**src/rtl/t06_step_sequencer.sv**
```systemverilog
// t06_step_sequencer: game-step scheduler sequencing tick, move, collision check and apple respawn
module t06_step_sequencer #(
    parameter int             CW       = 24,
    parameter logic [CW-1:0]  TICK0    = 24'd8_000_000,
    parameter logic [CW-1:0]  TICK1    = 24'd6_000_000,
    parameter logic [CW-1:0]  TICK2    = 24'd4_000_000,
    parameter logic [CW-1:0]  TICK3    = 24'd2_000_000,
    parameter int             APPLE_TO = 16
) (
    input  logic       clk,
    input  logic       nrst,
    input  logic       clr,
    input  logic       run,
    input  logic [1:0] game_speed,
    input  logic       move_done,
    input  logic       chk_valid,
    input  logic       good,
    input  logic       bad,
    input  logic       apple_ack,
    output logic       move_stb,
    output logic       chk_stb,
    output logic       grow,
    output logic       apple_req,
    output logic       game_over,
    output logic       busy,
    output logic       apple_err,
    output logic [7:0] step_count
);
    localparam int TW = $clog2(APPLE_TO + 1);

    typedef enum logic [2:0] {IDLE, WAIT_TICK, WAIT_MOVE, WAIT_CHK, APPLE, HALT} state_t;

    state_t        state;
    logic [CW-1:0] cnt;
    logic [TW-1:0] to_cnt;
    logic [CW-1:0] reload;
    logic          timeout;
    logic          finish;

    assign reload  = (game_speed == 2'd0 ? TICK0 :
                      game_speed == 2'd1 ? TICK1 :
                      game_speed == 2'd2 ? TICK2 : TICK3) - CW'(1);
    assign timeout = to_cnt == TW'(APPLE_TO - 1);
    // a step ends on a clean verdict or when the apple handshake resolves either way
    assign finish  = (state == WAIT_CHK && chk_valid && !bad && !good) ||
                     (state == APPLE && (apple_ack || timeout));

    always_ff @(posedge clk or negedge nrst) begin
        if (!nrst) begin
            state      <= IDLE;
            cnt        <= '0;
            to_cnt     <= '0;
            move_stb   <= 1'b0;
            chk_stb    <= 1'b0;
            grow       <= 1'b0;
            apple_req  <= 1'b0;
            game_over  <= 1'b0;
            busy       <= 1'b0;
            apple_err  <= 1'b0;
            step_count <= '0;
        end else if (clr) begin
            state      <= IDLE;
            cnt        <= '0;
            to_cnt     <= '0;
            move_stb   <= 1'b0;
            chk_stb    <= 1'b0;
            grow       <= 1'b0;
            apple_req  <= 1'b0;
            game_over  <= 1'b0;
            busy       <= 1'b0;
            apple_err  <= 1'b0;
            step_count <= '0;
        end else begin
            move_stb <= 1'b0;
            chk_stb  <= 1'b0;
            grow     <= 1'b0;
            case (state)
                IDLE: if (run) begin
                    cnt   <= reload;
                    state <= WAIT_TICK;
                end
                WAIT_TICK: if (run) begin
                    if (cnt != '0) cnt <= cnt - CW'(1);
                    else begin
                        move_stb <= 1'b1;
                        busy     <= 1'b1;
                        state    <= WAIT_MOVE;
                    end
                end
                WAIT_MOVE: if (move_done) begin
                    chk_stb <= 1'b1;
                    state   <= WAIT_CHK;
                end
                WAIT_CHK: if (chk_valid) begin
                    if (bad) begin
                        game_over <= 1'b1;
                        busy      <= 1'b0;
                        state     <= HALT;
                    end else if (good) begin
                        grow      <= 1'b1;
                        apple_req <= 1'b1;
                        to_cnt    <= '0;
                        state     <= APPLE;
                    end
                end
                APPLE: begin
                    if (!apple_ack && timeout) apple_err <= 1'b1;
                    if (!apple_ack && !timeout) to_cnt <= to_cnt + TW'(1);
                end
                HALT: ;
                default: state <= IDLE;
            endcase
            if (finish) begin
                step_count <= step_count + 8'd1;
                cnt        <= reload;
                apple_req  <= 1'b0;
                busy       <= 1'b0;
                state      <= WAIT_TICK;
            end
        end
    end
endmodule

```
**config.mk**
```make
export PLATFORM = sky130hd
export DESIGN_NAME = t06_step_sequencer
export DESIGN_NICKNAME = d
export VERILOG_FILES = /design/src/rtl/t06_step_sequencer.sv
export SDC_FILE = /design/constraint.sdc
export NUM_CORES = 1
export LEC_CHECK = 0
export BUFFER_PORTS_ARGS = -buffer_cell sky130_fd_sc_hd__buf_2
export CELL_PAD_IN_SITES_DETAIL_PLACEMENT = 2
export CELL_PAD_IN_SITES_GLOBAL_PLACEMENT = 2
export CORE_ASPECT_RATIO = 0.7
export CORE_UTILIZATION = 37
export CTS_CLUSTER_SIZE = 24
export DETAILED_ROUTE_END_ITERATION = 16
export PLACE_DENSITY = 0.89
export SYNTH_ARGS = -nofsm -noshare
export SYNTH_HDL_FRONTEND = slang
export SYNTH_SLANG_ARGS = --single-unit
```
**constraint.sdc**
```tcl
create_clock -name clk -period 3.45 [get_ports clk]
set_clock_uncertainty 0.2 [all_clocks]
set_input_delay 0.8625 -clock clk [delete_from_list [all_inputs] [get_ports clk]]
set_output_delay 0.8625 -clock clk [all_outputs]
set_load 0.005 [all_outputs]
```
==> flow_metrics.tcl <==
set metrics [dict create \
    outcome "completed" \
    coreArea_sq_mm 0.00745 \
    start_util 0.390 \
    syn-cell-area_sq_mm 0.00290 \
    synth_ff_type "dfrtp_1" \
    grt-ovfl-total 0 \
    ios 26 \
    wl_per_cell_microns 21.6 \
    drcViolationCount 0 \
    cap_violations 0 \
    grt_pass1_wl_microns 16000 \
    area_delta_synth_final_pct 10.9 \
    power.density_mw_per_mm2 423 \
    die_y_microns 76.1 \
    critPathLaunchType "flop" \
    synth.distinct_cells 53 \
    cts_buffers 5 \
    fmax_mhz 308 \
    via_per_inst 6.11 \
    postRouteAntennaNets 0 \
    crit_fanout 25 \
    final_cells 446 \
    ys_seq_area_frac 0.405 \
    final-hold-violation-count 0 \
    vias 2723 \
    final_area_sq_mm 0.00322 \
    antenna_cells 0 \
    fin_crit_sh 0.941 \
    setup_viol 0 \
    synth_area_per_cell_sq_um 8.94 \
    antenna_found_initial 0 \
    fin_tns_setup_ns 0 \
    layout.area.seq_sq_mm 0.00118 \
    gp_congestion 0.801 \
    wl_microns 9640 \
    period_needed_ns 3.25 \
    relSlewSlack 0.171 \
    hold_path_class "in -> async" \
    syn_inst 325 \
    cts_buffer_depth 2 \
    rsz0062_at_grt "no" \
    async_flop_share 1.00 \
    cts-resized-gates 0 \
    hold_slack_ns 0.162 \
    grt_max_degree 40 \
    die_w_microns 108 \
    tightest_slew_ns 1.24 \
    grt_pass1_vias 2868 \
    layout-drive-gt1-share 0.155 \
    ys_seq_elements 47 \
    tritoncts "done" \
    syn-num-nets 348 \
    root_buffer "clkbuf_8" \
    criticalPathCategory "reg -> reg" \
    multi_input_area_sq_mm 0.00163 \
    post-cts-setup-buffer-count 0 \
    dr.pass1.iters 4 \
    port_buffers 25 \
    hpwl_microns 6770 \
    dp_cells 438 \
    num-nets-final 370 \
    critPathRequiredTime_ns 3.48 \
    p_leak_uw 0.00137 \
    fillers 821 \
    slew_viol_final 0 \
    synth-edff-count 0 \
    clock_latency_ns 0.33 \
    placed_area_sq_mm 0.00313 \
    holdBufCountCts 0 \
    grtUsageTotal 0.255 \
    rows 26 \
    dieArea_sq_mm 0.00821 \
    ys_warn_count 0 \
    clkSlewWorstSetupHoldPaths_ns 0.10 \
    drtIter0Drc 77 \
    cts_max_level 2 \
    worstPathArrival_ns 3.28 \
    cts.sinks 47 \
    endpoint_kind "flop" \
    ir_drop_mv 0.178 \
]
per-stage QoR:
| step | worst slack, ns | total power (uW) | utilization |
|---|---|---|---|
| 3_5_place_dp | 0.111 | 998 | 0.420 |
| 4_1_cts | 0.0446 | 1370 | 0.432 |
| 6_report | 0.205 | 1360 | 0.432 |
| 5_1_grt | 0.0132 | 1430 | 0.432 |
| 3_3_place_gp | 0.287 | 977 | 0.420 |
| 2_1_floorplan | 0.806 | 872 | - |
final cells by class:
| cell class | instances | area share |
|---|---|---|
| sequential | 47 | 0.365 |
| clock inverter | 3 | 0.00621 |
| timing repair buffer | 32 | 0.0551 |
| clock buffer | 5 | 0.0214 |
| inverter | 8 | 0.00932 |
| tap | 98 | 0.0381 |
| multi-input combinational | 253 | 0.505 |
power by group:
group,switching [uW],internal (uW)
clock network,224,142
registers,49.6,581
logic,245,120
per-layer routing:
metal  up-vias  GRT usage  part of all wire
met3        11     0.0376             0.036
met1      1390      0.359              0.49
met4         0     0.0781             0.015
met5         -          0                 0
met2        47      0.400              0.46
li1       1275          -                 -
synth_stat cells, drive strengths merged, types with 3 or more instances:
cell type,n,area share
dfrtp,47,0.40
nor2,33,0.043
a21oi,26,0.045
o21ai,26,0.045
nand2,21,0.027
nor3,18,0.034
ha,12,0.052
nand3,12,0.021
clkbuf,10,0.013
a311oi,8,0.024
inv,8,0.010
nor4,8,0.022
buf,7,0.012
xor2,6,0.018
a32o,5,0.017
nand2b,5,0.011
nand4,5,0.011
a211oi,4,0.010
a31oi,4,0.0086
nor3b,4,0.012
o31a,4,0.012
o31ai,4,0.010
o41ai,4,0.012
or3,4,0.0086
or4,4,0.012
and3,3,0.0065
and4,3,0.0090
or2,3,0.0065
or3b,3,0.0090
worst max-delay path, stage by stage, from the launching register on:
cell	delay, ns
dfrtp_1	0.42
ha_1	0.25
and3_1	0.20
ha_1	0.18
or2_2	0.13
a222oi_1	0.11
a41oi_2	1.00
o21ai_0	0.30
a32o_1	0.34
kinds of logic (layout without fill, tap and decap cells):
| family | count (synthesis) | count (layout) | synth area share |
|---|---|---|---|
| AND/OR/NAND/NOR | 135 | 135 | 0.257 |
| flip-flops | 47 | 47 | 0.405 |
| AO/OA/AOI/OAI | 98 | 98 | 0.227 |
| buffers and inverters | 25 | 48 | 0.0353 |
| XOR/XNOR | 7 | 7 | 0.0211 |
| multiplexers | 1 | 1 | 0.00345 |
| adder cells (fa/ha/maj) | 12 | 12 | 0.0517 |
path summary, 6_finish.rpt:
| kind | startpoint | slack, ns | cells past startpoint | to |
|---|---|---|---|---|
| worst max register to register | to_cnt[0]$_DFFE_PN0P_ | 0.20 | 8 | cnt[17]$_DFFE_PN0P_ |
| min in group clk | apple_err$_DFFE_PN0P_ | 0.34 | 2 | apple_err$_DFFE_PN0P_ |
| worst min-delay path | nrst | 0.16 | 1 | cnt[10]$_DFFE_PN0P_ |
| max in group asynchronous | nrst | 2.12 | 2 | apple_err$_DFFE_PN0P_ |
| worst min register to register | apple_err$_DFFE_PN0P_ | 0.34 | 2 | apple_err$_DFFE_PN0P_ |
| worst max-delay path | to_cnt[0]$_DFFE_PN0P_ | 0.20 | 8 | cnt[17]$_DFFE_PN0P_ |
registers in the layout, indices dropped and copies added, names as in the netlist:
| signal | flops |
|---|---|
| grow | 1 |
| apple_err | 1 |
| apple_req | 1 |
| to_cnt | 5 |
| move_stb | 1 |
| state | 3 |
| chk_stb | 1 |
| step_count | 8 |
| busy | 1 |
| game_over | 1 |
| cnt | 24 |
placed cells by master, fill, tap and decap left out, drive strengths merged, types with 3 or more instances in the layout:
master | Yosys | routed
or3b | 3 | 3
nand3 | 12 | 12
or4 | 4 | 4
nand2 | 21 | 21
nor2 | 33 | 33
xor2 | 6 | 6
nand4 | 5 | 5
ha | 12 | 12
nor4 | 8 | 8
nor3b | 4 | 4
inv | 8 | 8
nand2b | 5 | 5
or3 | 4 | 4
a311oi | 8 | 8
buf | 7 | 32
o31a | 4 | 4
o41ai | 4 | 4
or2 | 3 | 3
a211oi | 4 | 4
and3 | 3 | 3
a31oi | 4 | 4
a32o | 5 | 5
and4 | 3 | 3
dfrtp | 47 | 47
a21oi | 26 | 26
o31ai | 4 | 4
o21ai | 26 | 26
clkbuf | 10 | 5
nor3 | 18 | 18
(Power assumes the default switching activity.)
